**src/rtl/uart_mem_pkg.sv**
```systemverilog
// Shared constants and types for the UART memory protocol.
// Used by the CPU-side bridge and by the bench-side responder.
package uart_mem_pkg;

    localparam logic [7:0]  CmdRead     = 8'h77;
    localparam logic [3:0]  CmdWriteHi  = 4'h2;
    localparam logic [7:0]  WriteAck    = 8'hC8;
    localparam logic [31:0] TimeoutData = 32'hFFFF_FFFF;

    typedef enum logic [1:0] {
        IDLE,
        SEND,
        RECV,
        DONE
    } state_e;

endpackage

```
**src/rtl/uart_mem_bridge.sv**
```systemverilog
// CPU memory request -> UART byte-stream command initiator.
// Ports: clk_i/reset_i, mem_* native request, tx_* to UART TX stream,
//        rx_* from UART RX stream, err_o sticky protocol error.
module uart_mem_bridge
    import uart_mem_pkg::*;
#(
    parameter logic [31:0] TimeoutCycles = 32'd12_000_000
) (
    input  logic        clk_i,
    input  logic        reset_i,
    input  logic        mem_valid_i,
    input  logic [31:0] mem_addr_i,
    input  logic [31:0] mem_wdata_i,
    input  logic [3:0]  mem_wstrb_i,
    output logic        mem_ready_o,
    output logic [31:0] mem_rdata_o,
    output logic [7:0]  tx_tdata_o,
    output logic        tx_tvalid_o,
    input  logic        tx_tready_i,
    input  logic [7:0]  rx_tdata_i,
    input  logic        rx_tvalid_i,
    output logic        rx_tready_o,
    output logic        err_o
);

    state_e          state_q;
    logic [8:0][7:0] frame_q;
    logic [3:0]      idx_q;
    logic [3:0]      tx_last_q;
    logic [2:0]      rx_left_q;
    logic            wr_q;
    logic [31:0]     rdata_q;
    logic [31:0]     tmo_q;
    logic            ready_q;
    logic            err_q;
    logic            tx_valid_q;
    logic [7:0]      tx_data_q;

    logic [8:0][7:0] frame_d;
    logic [3:0]      idx_d;
    logic            is_wr;
    logic            tx_hs;
    logic            tmo_hit;

    assign is_wr   = |mem_wstrb_i;
    assign tx_hs   = tx_valid_q & tx_tready_i;
    assign idx_d   = idx_q + 4'd1;
    assign frame_d = {mem_wdata_i, mem_addr_i,
                      is_wr ? {CmdWriteHi, mem_wstrb_i} : CmdRead};

    // Fires one cycle early: the DONE cycle itself is the last waited
    // cycle, so mem_ready_o rises TimeoutCycles after the clearing event.
    assign tmo_hit = (TimeoutCycles != 32'd0) &&
                     (({1'b0, tmo_q} + 33'd2) >= {1'b0, TimeoutCycles});

    always_ff @(posedge clk_i) begin
        if (reset_i) begin
            state_q    <= IDLE;
            frame_q    <= '0;
            idx_q      <= '0;
            tx_last_q  <= '0;
            rx_left_q  <= '0;
            wr_q       <= 1'b0;
            rdata_q    <= '0;
            tmo_q      <= '0;
            ready_q    <= 1'b0;
            err_q      <= 1'b0;
            tx_valid_q <= 1'b0;
            tx_data_q  <= '0;
        end else begin
            ready_q <= 1'b0;
            // Only RECV consumes rx bytes; anything else is stray.
            if (rx_tvalid_i && state_q != RECV) begin
                err_q <= 1'b1;
            end
            unique case (state_q)
                IDLE: begin
                    if (mem_valid_i) begin
                        frame_q    <= frame_d;
                        wr_q       <= is_wr;
                        tx_last_q  <= is_wr ? 4'd8 : 4'd4;
                        rx_left_q  <= is_wr ? 3'd1 : 3'd4;
                        idx_q      <= '0;
                        rdata_q    <= '0;
                        tmo_q      <= '0;
                        tx_valid_q <= 1'b1;
                        tx_data_q  <= frame_d[0];
                        state_q    <= SEND;
                    end
                end
                SEND: begin
                    if (tx_hs) begin
                        if (idx_q == tx_last_q) begin
                            tx_valid_q <= 1'b0;
                            tx_data_q  <= '0;
                            tmo_q      <= '0;
                            state_q    <= RECV;
                        end else begin
                            idx_q     <= idx_d;
                            tx_data_q <= frame_q[idx_d];
                        end
                    end
                end
                RECV: begin
                    // An rx byte beats a coincident timeout.
                    if (rx_tvalid_i) begin
                        tmo_q     <= '0;
                        rdata_q   <= {rx_tdata_i, rdata_q[31:8]};
                        rx_left_q <= rx_left_q - 3'd1;
                        if (wr_q && rx_tdata_i != WriteAck) begin
                            err_q <= 1'b1;
                        end
                        if (rx_left_q == 3'd1) begin
                            ready_q <= 1'b1;
                            state_q <= DONE;
                        end
                    end else if (tmo_hit) begin
                        rdata_q <= TimeoutData;
                        err_q   <= 1'b1;
                        ready_q <= 1'b1;
                        state_q <= DONE;
                    end else begin
                        tmo_q <= tmo_q + 32'd1;
                    end
                end
                DONE: begin
                    state_q <= IDLE;
                end
                default: begin
                    state_q <= IDLE;
                end
            endcase
        end
    end

    assign mem_ready_o = ready_q;
    assign mem_rdata_o = rdata_q;
    assign tx_tdata_o  = tx_data_q;
    assign tx_tvalid_o = tx_valid_q;
    assign rx_tready_o = 1'b1;
    assign err_o       = err_q;

endmodule
```
**config.mk**
```make
export PLATFORM = sky130hd
export DESIGN_NAME = uart_mem_bridge
export DESIGN_NICKNAME = d
export VERILOG_FILES = /design/src/rtl/uart_mem_pkg.sv /design/src/rtl/uart_mem_bridge.sv
export SDC_FILE = /design/constraint.sdc
export NUM_CORES = 1
export LEC_CHECK = 0
export ABC_AREA = 1
export BUFFER_PORTS_ARGS = -buffer_cell sky130_fd_sc_hd__buf_2
export CORE_UTILIZATION = 54
export DETAILED_ROUTE_END_ITERATION = 16
export GPL_ROUTABILITY_DRIVEN = 0
export PLACE_DENSITY = 0.8
export SYNTH_ARGS = -nofsm -noshare
export SYNTH_HDL_FRONTEND = slang
export SYNTH_SLANG_ARGS = --single-unit
```
**constraint.sdc**
```tcl
create_clock -name clk_i -period 6.53 [get_ports clk_i]
set_input_delay 1.306 -clock clk_i [delete_from_list [all_inputs] [get_ports clk_i]]
set_output_delay 1.306 -clock clk_i [all_outputs]
set_load 0.05 [all_outputs]
```
After elaboration in Yosys (flattened, before gate mapping):

Cells that the tools add are included.

* bitwise gates (word level): 2
* shift operators: 0
* muxes and demuxes: 44
* magnitude comparators: 2
* equal/unequal tests: 15
* add/sub/neg operators: 4
* divide/modulo/power cells: 0
* $mul: 0
* reduce and logical (&&, ||, !) cells: 16

Operator list (count)
* 32-bit 2-to-1 mux: 7
* 32-bit one-hot mux with 3 select lines: 1
* 32-bit one-hot mux with 2 select lines: 1
* 32-bit by 2-bit adder with 33-bit output, second input constant: 1
* 33-bit by 24-bit >= comparator with 1-bit output, second input constant: 1
* 32-bit by 1-bit adder with 32-bit output, second input constant: 1
* 8-bit binary-select mux with 4-bit select: 1
* 8-bit 2-to-1 mux: 4
* 4-bit 2-to-1 mux: 4
* 8-bit one-hot mux with 2 select lines: 1
* 2-bit 2-to-1 mux: 6
* 2-bit != test, second input constant: 6
* 1-bit 2-to-1 mux: 11
* 5-bit AND reduction: 2
* 3-bit 2-to-1 mux: 3
* 3-bit != test, second input constant: 3
* 3-bit AND reduction: 3
* 8-bit != test, second input constant: 1
* 2-bit one-hot mux with 4 select lines: 1
* 4-bit one-hot mux with 2 select lines: 1
* 4-bit AND reduction: 2
* 7-bit 2-to-1 mux: 1
* 3-bit one-hot mux with 2 select lines: 1
* 4-bit by 5-bit < comparator with 1-bit output, second input constant: 1
* other kinds (16): 19

* bits in writable memories: 0
* output and inout port bits: 44
* bits in read-only memories: 0
* flip-flop bits (word level): 161
* memories kept: 0
* bits in latches: 0
* input port bits: 81

Logic depth before layout (Yosys ltp):

* word-level depth: 6
* mapped depth: 20

Least setup slack after synthesis:

No wires, ideal clock.

* path kind: in2reg
* start point: input port rx_tvalid_i
* end point: register rx_left_q[1]
* arrival: 2.592 ns
* path slack: 3.837 ns
* cell stages on the path: 8
* library setup time: 0.101 ns
* cells stage by stage: nor2_1 inv_1 nand2_1 nor2_1 nor2_1 clkbuf_1 nand2_1 o41ai_1

* word-level cells in the longest chain between the ends: 2

Ends and longest elaborated chain
* start: declaration: line uart_mem_bridge.sv:21 `input logic rx_tvalid_i,`
* 2-bit != test (no source line)
* 3-bit AND reduction (no source line)
* end signal: assignment: line uart_mem_bridge.sv:82 `rx_left_q <= is_wr ? 3'd1 : 3'd4;`
* end signal: assignment: line uart_mem_bridge.sv:109 `rx_left_q <= rx_left_q - 3'd1;`
* end: declaration: line uart_mem_bridge.sv:30 `logic [2:0] rx_left_q;`

No other way between the ends.
A chain may end at the register's enable or synchronous reset.

Worst setup path in the final report:

* start point: register state_q[0]
* end point: register rdata_q[29], in the netlist mem_rdata_o[29]

* word-level cells in the longest chain between the ends: 3
* elaborated cells between the ends (all ways): 7
* classes of those cells: 3 x eq/ne; 1 x mux; 3 x reduce/logical

Ends and longest elaborated chain
* start: declaration: line uart_mem_bridge.sv:26 `state_e state_q;`
* start signal: assignment: line uart_mem_bridge.sv:58 `state_q <= IDLE;`
* start signal: assignment: line uart_mem_bridge.sv:88 `state_q <= SEND;`
* start signal: assignment: line uart_mem_bridge.sv:97 `state_q <= RECV;`
* 2-bit equality test or 2-bit logical NOT (tied branches): line uart_mem_bridge.sv:76 `unique case (state_q)`
* 3-bit != test (no source line), or another cell as far along
* 3-bit AND reduction (no source line)
* end signal: assignment: line uart_mem_bridge.sv:108 `rdata_q <= {rx_tdata_i, rdata_q[31:8]};`
* end signal: assignment: line uart_mem_bridge.sv:118 `rdata_q <= TimeoutData;`
* end: declaration: line uart_mem_bridge.sv:32 `logic [31:0] rdata_q;`

Several ways; a longest one is shown, not always the timed one.

==> tab_implementation.tex <==
\begin{tabular}{lr}
\hline
Metric & Value \\
\hline
\multicolumn{2}{l}{\textbf{Worst setup path}} \\
\quad End of the worst register-to-register path & mem\_rdata\_o[29]\$\_SDFFE\_PP0P\_ \\
\quad Crit path DAT & 3.72 ns \\
\quad Crit path from & state\_q[0]\$\_SDFFE\_PP0P\_ \\
\quad Endpoint of the most critical setup path & mem\_rdata\_o[29]\$\_SDFFE\_PP0P\_ \\
\quad Critical path endpoint category & flop \\
\quad CP startpoint kind & flop \\
\quad R2r setup slk & 3.17 ns \\
\quad Worst Reg2Reg Path Length in Cells & 11 \\
\quad Startpoint-to-endpoint class of the critical path & reg -> reg \\
\quad Endpoint required time on the critical path & 6.90 ns \\
\quad Reg2Reg Launch Point & state\_q[0]\$\_SDFFE\_PP0P\_ \\
\quad Critical path fanouts, max & 15 \\
\multicolumn{2}{l}{\textbf{Synth}} \\
\quad Library cells used by synthesis & 42 \\
\quad Number of flops mapped to enable cells by yosys & 0 \\
\quad Cell area after synthesis & 7870 µm² \\
\quad Largest area contributor in the synthesized netlist & sky130\_fd\_sc\_hd\_\_dfxtp\_1 \\
\quad Yosys warning total & 0 \\
\quad Number of storage elements in the synthesis netlist & around 160 \\
\quad Yosys top cell area share & $\sim$39\% \\
\quad Synth async-reset ratio & 0\% \\
\quad Most used DFF post-synth & sky130\_fd\_sc\_hd\_\_dfxtp\_1 \\
\quad Cells taking the most area after synthesis & sky130\_fd\_sc\_hd\_\_dfxtp\_1 (39\%), sky130\_fd\_sc\_hd\_\_nor2\_1 (13\%), sky130\_fd\_sc\_hd\_\_o21ai\_0 (8.4\%) \\
\quad Fraction of the yosys area taken by sequential cells & 39.4\% \\
\quad Syn nets & around 1,300 \\
\quad Syn\_area\_per\_cell & 6.74 µm² \\
\quad Gate count of the mapped netlist & 1,167 \\
\multicolumn{2}{l}{\textbf{STA}} \\
\quad Final setup skew & 0.00839 ns \\
\quad Post-layout minimum cycle time & 3.36 ns \\
\quad Unrepaired setup endpoints after global routing & no \\
\quad Total Neg Setup Slack & 0 ns \\
\quad Peak Freq & between 200 and 300 MHz \\
\quad Worst relative slew slack & 14.6\% \\
\quad Transition time at the pin with the least slew margin & around 1.3 ns \\
\quad Max-slew violations & 0 \\
\quad Ratio of final minimum period to clock period & 51.4\% \\
\quad Number of failing hold endpoints at the final stage & 0 \\
\quad Final Setup Violations & 0 \\
\multicolumn{2}{l}{\textbf{Floorplanning}} \\
\quad Die Footprint & 15,100 µm² \\
\quad Die Y & 123 µm \\
\quad \# IOs & 125 \\
\quad CORE AREA & 14,000 µm² \\
\quad Standard-cell rows & 43 \\
\quad Starting Density & 56.1\% \\
\quad Width of the die & 123 µm \\
\multicolumn{2}{l}{\textbf{Power}} \\
\quad Total Power & 0.00422 W \\
\quad Static Leakage & 3.76 nW \\
\quad Pwr/cell area & 464 nW/µm² \\
\quad Peak supply drop & 0.379 mV \\
\multicolumn{2}{l}{\textbf{Place}} \\
\quad Final HPWL from detailed placement & 14.3 mm \\
\quad Number of port buffers & 123 \\
\quad Cell area after placement & 8500 µm² \\
\multicolumn{2}{l}{\textbf{Clocking}} \\
\quad Clock latency at the later pin of the worst-skew pair & around 0.43 ns \\
\quad \# H-tree levels & 4 \\
\quad Largest buffer count on any clock path & 2 \\
\quad Clock-pin slew of the registers on the worst-case setup and hold paths & about 0.070 ns \\
\quad CTS Hold Buffers Added & 0 \\
\quad Setup Buffers After CTS & 0 \\
\quad Post-CTS sizing & 0 \\
\quad Total clock sinks & 155 \\
\quad TritonCTS clock tree & built \\
\quad CTS buffer count & 17 \\
\quad Library cell used as clock root buffer & sky130\_fd\_sc\_hd\_\_clkbuf\_16 \\
\multicolumn{2}{l}{\textbf{Global routing}} \\
\quad Global router's overall resource usage & 27.0\% \\
\quad Number of global-route vias before repair & 6,805 \\
\quad Global route total overflow & 0 \\
\quad Number of antenna violations at the first check in global routing & 0 \\
\quad Largest net degree at the start of global routing & 98 \\
\quad First-pass GRT wire length & between 30 and 40 mm \\
\multicolumn{2}{l}{\textbf{Route}} \\
\quad Number of routed nets with antenna violations & 0 \\
\quad Number of vias per cell & 5.41 \\
\quad WL/cell & 14.0 µm \\
\quad Number of detailed-route iterations in the first pass & 5 \\
\quad Violation count after the first detailed-routing iteration & slightly above 600 \\
\quad Drt drc & 0 \\
\quad Via total after detailed routing & 7,855 \\
\quad Total wirelength of the detailed-routed design & 20.3 mm \\
\multicolumn{2}{l}{\textbf{Job}} \\
\quad Total of max-cap violations & 0 \\
\multicolumn{2}{l}{\textbf{Final layout}} \\
\quad Most common cell after layout, fill and taps aside & sky130\_fd\_sc\_hd\_\_nor2\_1 \\
\quad Layout Cell Area excl Fill & 9100 µm² \\
\quad Area grow syn2layout & 15.6\% \\
\quad Final-stage net count & roughly 1,400 \\
\quad Share of final-layout standard cells stronger than drive strength 1 & 16.1\% \\
\quad Inserted Diodes & 0 \\
\quad Commonest cells after routing, fill and taps aside & sky130\_fd\_sc\_hd\_\_nor2\_1 (273), sky130\_fd\_sc\_hd\_\_nand2\_1 (161), sky130\_fd\_sc\_hd\_\_dfxtp\_1 (155) \\
\multicolumn{2}{l}{\textbf{Status}} \\
\quad Status & completed \\
\multicolumn{2}{l}{\textbf{Min path}} \\
\quad Hold Path Class & reg -> reg \\
\hline
\end{tabular}
==> metal layers <==
layer,share of wire [%],track usage [%],wire length (µm)
met1,43,33.8,8750
met2,48,45.7,9780
met3,6.2,5.16,1270
met4,2.5,10.5,502
met5,0,0,0
==> sequential cells by signal, summed over array words and instances (netlist names) <==
signal,count
idx_q,4
tx_tvalid_o,1
err_o,1
state_q,2
tx_last_q,1
tx_tdata_o,8
frame_q,70
mem_rdata_o,32
mem_ready_o,1
rx_left_q,3
tmo_q,32
==> per-stage QoR <==
| step | hold WS (ns) | util [%] | instances | worst slack (ns) |
|---|---|---|---|---|
| 2_1_floorplan | 0.423 | - | 1167 | 3.84 |
| 3_3_place_gp | 0.436 | 60.5 | 1419 | 2.96 |
| 3_5_place_dp | 0.444 | 60.5 | 1419 | 2.79 |
| 4_1_cts | 0.454 | 64.8 | 1451 | 3.23 |
| 5_1_grt | 0.475 | 64.8 | 1451 | 2.78 |
| 6_report | 0.455 | 64.8 | 1451 | 3.17 |
==> power by group <==
group	internal, W	total (W)	leakage (nW)	switching, W
clock network	0.000547	0.000998	0.286	0.000450
registers	0.00124	0.00147	1.28	0.000233
logic	0.000486	0.00176	2.19	0.00127
==> worst max-delay path, stage by stage, from the launching register on <==
cell and delay [ns]:
sky130_fd_sc_hd__dfxtp_1 0.33, sky130_fd_sc_hd__inv_1 0.09, sky130_fd_sc_hd__ha_1 0.31, sky130_fd_sc_hd__inv_1 0.27, sky130_fd_sc_hd__nor2_1 0.49, sky130_fd_sc_hd__inv_1 0.40
sky130_fd_sc_hd__nand2_1 0.20, sky130_fd_sc_hd__nor2_1 0.10, sky130_fd_sc_hd__nor2_1 0.60, sky130_fd_sc_hd__buf_4 0.32, sky130_fd_sc_hd__a21oi_1 0.06, sky130_fd_sc_hd__nor2_1 0.11
==> cell families after synthesis <==
family                     synth area share, %
AOI/OAI and AO/OA                         18.2
xor gates and xnor gates                  2.78
adders and majority gates                 1.75
buffers and inverters                     8.42
DFF                                       39.4
other                                   0.0476
and+or+nand+nor                           29.4
==> worst min path at each step <==
stage,slack (ns),start,to,cells after the start
floorplan,0.42,rx_left_q[1]$_SDFFE_PP0P_,rx_left_q[1]$_SDFFE_PP0P_,2
global placement,0.44,frame_q[67]$_SDFFE_PP0P_,frame_q[67]$_SDFFE_PP0P_,2
detailed placement,0.44,frame_q[14]$_SDFFE_PP0P_,frame_q[14]$_SDFFE_PP0P_,2
CTS,0.45,frame_q[14]$_SDFFE_PP0P_,frame_q[14]$_SDFFE_PP0P_,2
global route,0.48,frame_q[36]$_SDFFE_PP0P_,frame_q[36]$_SDFFE_PP0P_,2
finish,0.45,frame_q[14]$_SDFFE_PP0P_,frame_q[14]$_SDFFE_PP0P_,2
==> cell usage after synthesis, types with 6 or more instances <==
cell type,instances
sky130_fd_sc_hd__o211ai_1,16
sky130_fd_sc_hd__xnor2_1,10
sky130_fd_sc_hd__a21oi_1,100
sky130_fd_sc_hd__xor2_1,15
sky130_fd_sc_hd__nand2_2,10
sky130_fd_sc_hd__o21ai_1,10
sky130_fd_sc_hd__nand2_1,162
sky130_fd_sc_hd__nor2_4,6
sky130_fd_sc_hd__dfxtp_1,155
sky130_fd_sc_hd__nor3_1,9
sky130_fd_sc_hd__clkbuf_1,47
sky130_fd_sc_hd__nor2_2,11
sky130_fd_sc_hd__inv_1,97
sky130_fd_sc_hd__nand3_1,49
sky130_fd_sc_hd__nor3_2,7
sky130_fd_sc_hd__ha_1,11
sky130_fd_sc_hd__nor2_1,273
sky130_fd_sc_hd__o21ai_0,132
==> area by class of cell <==
type                            count  area, µm²
Fill cell                        1291       4940
Multi-Input combinational cell    849       4110
Clock inverter                     15        176
Timing Repair Buffer              129        661
Tap cell                          180        225
Sequential cell                   155       3100
Inverter                          106        403
Clock buffer                       17        425
(Power assumes the default switching activity.)
